--- src/rtl/serieparalelo_align.sv ---
// Bit-clock serial-to-parallel converter with COM-based word alignment.
// Hunts bit-by-bit for COM, confirms LOCK_COUNT aligned COMs, then emits framed words.
module serieparalelo_align #(
    parameter int             WIDTH      = 8,
    parameter logic [WIDTH-1:0] COM      = WIDTH'(8'hBC),
    parameter int             LOCK_COUNT = 4,
    parameter bit             MSB_FIRST  = 1'b1
) (
    input  logic             clk32f,
    input  logic             reset,
    input  logic             in,
    output logic [WIDTH-1:0] out,
    output logic             word_stb,
    output logic             valid,
    output logic             active
);

    localparam int BW = (WIDTH > 1) ? $clog2(WIDTH) : 1;
    localparam int CW = $clog2(LOCK_COUNT + 1);

    typedef enum logic [1:0] {
        HUNT,
        COUNT,
        ACTIVE
    } state_t;

    state_t           state;
    state_t           state_next;
    logic [WIDTH-1:0] sr;
    logic [WIDTH-1:0] sr_next;
    logic [BW-1:0]    bitcnt;
    logic [CW-1:0]    com_cnt;
    logic [CW-1:0]    cnt_inc;
    logic             is_com;
    logic             boundary;
    logic             lock_hit;

    always_ff @(posedge clk32f or negedge reset) begin
        if (!reset) begin
            state <= HUNT;
        end else begin
            state <= state_next;
        end
    end

    // cnt_inc saturates at LOCK_COUNT so com_cnt can never wrap
    always_comb begin
        sr_next    = MSB_FIRST ? {sr[WIDTH-2:0], in} : {in, sr[WIDTH-1:1]};
        is_com     = (sr == COM);
        boundary   = (bitcnt == '0);
        cnt_inc    = (com_cnt == CW'(LOCK_COUNT)) ? com_cnt : com_cnt + CW'(1);
        lock_hit   = (cnt_inc == CW'(LOCK_COUNT));
        state_next = state;
        case (state)
            HUNT: begin
                if (is_com) begin
                    state_next = (LOCK_COUNT == 1) ? ACTIVE : COUNT;
                end
            end
            COUNT: begin
                if (boundary) begin
                    if (!is_com) begin
                        state_next = HUNT;
                    end else if (lock_hit) begin
                        state_next = ACTIVE;
                    end
                end
            end
            ACTIVE: state_next = ACTIVE;
            default: state_next = HUNT;
        endcase
    end

    // A COM found while hunting defines the frame: the next word starts on the following bit
    always_ff @(posedge clk32f or negedge reset) begin
        if (!reset) begin
            sr       <= '0;
            bitcnt   <= '0;
            com_cnt  <= '0;
            out      <= '0;
            word_stb <= 1'b0;
            valid    <= 1'b0;
            active   <= 1'b0;
        end else begin
            sr       <= sr_next;
            word_stb <= 1'b0;
            active   <= (state_next == ACTIVE);
            if (state == HUNT && is_com) begin
                bitcnt <= BW'(1);
            end else if (bitcnt == BW'(WIDTH - 1)) begin
                bitcnt <= '0;
            end else begin
                bitcnt <= bitcnt + BW'(1);
            end
            if (state == HUNT && is_com) begin
                com_cnt <= CW'(1);
            end else if (state == COUNT && boundary) begin
                com_cnt <= is_com ? cnt_inc : '0;
            end
            if (state == ACTIVE && boundary) begin
                out      <= sr;
                word_stb <= 1'b1;
                valid    <= !is_com;
            end
        end
    end

endmodule

--- config.mk ---
export PLATFORM = sky130hd
export DESIGN_NAME = serieparalelo_align
export DESIGN_NICKNAME = d
export VERILOG_FILES = /design/src/rtl/serieparalelo_align.sv
export SDC_FILE = /design/constraint.sdc
export NUM_CORES = 1
export LEC_CHECK = 0
export ABC_AREA = 1
export CAP_MARGIN = 40
export CORE_ASPECT_RATIO = 1.1
export CORE_MARGIN = 3
export CORE_UTILIZATION = 37
export DETAILED_ROUTE_END_ITERATION = 10
export GPL_TIMING_DRIVEN = 1
export PLACE_DENSITY_LB_ADDON = 0.1
export SLEW_MARGIN = 30
export SYNTH_ARGS = -nofsm -noshare
export SYNTH_HDL_FRONTEND = slang
export SYNTH_SLANG_ARGS = --single-unit
--- constraint.sdc ---
create_clock -name clk32f -period 1.2 [get_ports clk32f]
set_clock_uncertainty 0.05 [all_clocks]
set_input_delay 0.3 -clock clk32f [delete_from_list [all_inputs] [get_ports clk32f]]
set_output_delay 0.3 -clock clk32f [all_outputs]
set_load 0.1 [all_outputs]
After elaboration in Yosys (flattened, before gate mapping)
Cells that the tools add are included.
{"block": "op_classes", "addsub": 2, "n_eq_ne": 7, "n_mux": 12, "n_reduce_logical": 7}
{"operator": "3-bit 2-to-1 mux", "count": 6}
{"operator": "3-bit equality test, second input constant", "count": 3}
{"operator": "8-bit equality test, second input constant", "count": 1}
{"operator": "2-bit 2-to-1 mux", "count": 4}
{"operator": "3-bit by 1-bit adder with 3-bit output, second input constant", "count": 2}
{"operator": "2-bit one-hot mux with 3 select lines", "count": 1}
{"operator": "2-bit equality test, second input constant", "count": 2}
{"operator": "1-bit logical AND", "count": 3}
{"operator": "3-bit zero test", "count": 1}
{"operator": "2-bit by 1-bit equality test with 1-bit output, second input constant", "count": 1}
{"operator": "2-bit zero test", "count": 1}
{"operator": "2-bit nonzero test", "count": 1}
{"operator": "1-bit zero test", "count": 1}
{"operator": "1-bit 2-to-1 mux", "count": 1}
{"block": "word_totals", "reg_bits": 27, "word_cells": 36}

Logic depth before layout (Yosys ltp)
{"block": "logic_depth", "word_depth": 8, "ltp_mapped": 9}

Least setup slack after synthesis
No wires, ideal clock.
{"block": "synth_path", "path_type": "register -> register", "from": "register bitcnt[0]", "to": "register valid", "setup_time_ns": 0.125, "arrival_ns": 1.115, "required_ns": 1.025, "setup_slack_ns": -0.089, "stages_incl_launch_ff": 9, "n_path_buf": 1, "path_cell_list": "dfrtp_1 inv_1 ha_1 nand2_2 nor2_8 inv_2 buf_6 nand2_1 o21ai_1"}
{"block": "synth_via", "elab_chain_cells": 2}
{"element": "from (decl)", "line": "31", "text": "logic [BW-1:0] bitcnt;"}
{"element": "from (signal assigned)", "line": "93", "text": "bitcnt <= bitcnt + BW'(1);"}
{"element": "3-bit zero test", "line": "50", "text": "boundary = (bitcnt == '0);"}
{"element": "1-bit logical AND", "line": "100", "text": "if (state == ACTIVE && boundary) begin"}
{"element": "to (signal assigned)", "line": "103", "text": "valid <= !is_com;"}
{"element": "to (decl)", "line": "14", "text": "output logic valid,"}
Every way passes these cells.
A chain may end at the register's enable or synchronous reset.

Worst setup path in the final report
{"block": "layout_path", "from": "register valid", "to": "output port valid"}
No word-level cell between the ends.

==> metrics <==
total leakage power=0.894 nW; CTS HTree Levels=1; total track usage=13.5%; cell count of the worst reg-to-reg path=8; final hold violations=0; vias in the first global route=908; Starting Density=40.0%; fin crit share=107%; unrepaired setup endpoints after global routing=yes; post-synthesis net count=131; Crit path max-delay family=flip-flops; die height=64.5 um; Bufs on Longest Clock Path=2; core area=2880 um2; VDD IR max=0.000900 V; Ant. Diodes=0; Clock transition at path regs=140 ps; Adder-Cell Fraction of Synth Area=5.43%; Crit Path Class=reg -> out; commonest non-fill, non-tap cells in the layout=25 x nand2_1, 15 x dfrtp_1, 13 x nand2_2, 12 x dfrtp_2, 12 x buf_12; Synth Area in Simple Gates=26.0%; DRC Markers=0; Congestion Overflow GR=0; CP bufs+invs=1; detailed-route via count=877; max-slew violations=0; Slew @ Worst Pin=299 ps; Placement Setup Slack=-110 ps; WP data required=850 ps; Fmax=776 MHz; die footprint=3820 um2; critical path arrival=940 ps; Critical Path, Cell by Cell=buf_12; post-synthesis compound-gate area fraction=3.15%; Vias per Instance=4.72; CTS tree=built; Detailed Place HPWL=1510 um; Mean Syn Cell Area=9.37 um2; sequential cell area=691 um2; largest family of logic cells by synthesized area=simple AND/OR/NAND/NOR gates; drt wl/cell=11.8 um; Post-Layout Cell Count=186; antenna violations before repair=0; Final Net Count=162; Netlist cell types=15; mapped cell area=1150 um2; Setup crit start kind=flop; Synth warnings=0; Post-Synth XOR/XNOR Area=0%; slowest CP cell=dfrtp_2; layout cells sized above 1=52.9%; CP Capture Type=output pin; clk_lat worst skew=310 ps; Placed Cells=177; total power=0.00195 W; commonest non-fill, non-tap cell in the layout=nand2_1; global placement routability congestion=0.787; Worst slew margin=80.0%; Worst Slack Setup Final=-87.8 ps; final setup violation count=28; largest area contributor in the netlist=dfrtp_1; antenna viol nets, final=0; Routed Wire Length=2190 um; row cnt=20; Syn-to-layout area delta=53.7%; Critical R2R Capture=state[1]$_DFF_PN0_; clk sinks=27; Reg2Reg Setup Slack=-70 ps; PwrDens=1100 nW/um2; Post-Synthesis Cells=123; PortBufs=13; Seq cells post-synth=27; CP Launch Point=valid$_DFFE_PN0P_; Final Util=61.6%; CTS buffer count=3; filler cell count=262; CP peak stage delay=460 ps; mux cell area share after synthesis=0%; Max-Cap Viols=0; Final Critical Period=1290 ps; Max Fanout on Critical Path=2; width of the die=59.2 um; root buf cell=clkbuf_4; drt pass-1 iters=4; first-pass GRT wire length=3960 um; hold crit path type=in -> async; post-synth top area share=58.6%; worst setup path end=valid; Synth area leaders=dfrtp_1 59%, nand2_1 13%, inv_1 5.5%, ha_1 5.4%, nand3_1 4.3%; failing checks=setup timing; Multi-input gate area=557 um2; Ports=14; Stages on worst setup path=1; largest net degree at the start of global routing=28; RR Startpoint=com_cnt[0]$_DFFE_PN0P_; Fin Setup TNS=-1500 ps; initial DRC count=21; sequential fraction of the synthesis area=58.6%; status=finished with violations; Post-CTS Hold Buffers=0
[flip-flops by register name, summed over array words and instances (netlist names)]
name,cells
word_stb,1
valid,1
active,1
com_cnt,3
out,8
sr,8
state,2
bitcnt,3
[layer usage]
metal  GRT usage [%]  routed length, um
met1            17.2                907
met2            22.0               1200
met3            2.19                 56
met4            5.95                 21
met5               0                  0
[layout make-up]
type | count | share of cell area, %
inverters | 18 | 4.52
multi-input cells | 77 | 31.4
well taps | 33 | 2.33
repair buffers | 27 | 21.3
clock buffers | 4 | 1.48
flip-flops and latches | 27 | 39.0
[cells by family after synthesis]
group,count (synthesis)
adders and majority gates,5
and+or+nand+nor,67
AOI/OAI and AO/OA,5
DFF,27
buffers and inverters,19
[cells in the mapped netlist (all sizes together)]
cell and count:
ha 5, nand2 43, nand3 10, nand4 3
dfrtp 27, nand3b 1, buf 1, o21ai 5
inv 18, nor2 10
[report_power, final]
part           switching [W]  internal [W]  leakage, nW  total, W
combinational       0.000258      0.000273        0.550  0.000531
sequential         0.0000564      0.000984        0.329   0.00104
clock               0.000246      0.000130       0.0150  0.000376
[through the flow]
step | area (um2) | hold slack [ps]
finish | 1770 | 271
global placement | 1520 | 310
CTS | 1630 | 261
global route | 1770 | 280
floorplan | 1170 | -45.6
detailed placement | 1520 | 319
[worst min-delay path by stage]
| stage | endpoint | slack [ps] | cells past startpoint |
|---|---|---|---|
| floorplan | active$_DFF_PN0_ | -50 | 0 |
| global placement | sr[7]$_DFF_PN0_ | 310 | 0 |
| global route | out[7]$_DFFE_PN0P_ | 280 | 2 |
| detailed placement | sr[7]$_DFF_PN0_ | 320 | 0 |
| finish | out[7]$_DFFE_PN0P_ | 270 | 2 |
| CTS | out[7]$_DFFE_PN0P_ | 260 | 2 |
[timing repair]
item                       CTS  global route
setup buffers                4             1
gates resized for setup     19            35
pin swaps                   10            16
setup endpoints to repair   29            30
No activity file was read; power rests on OpenSTA's default activity.
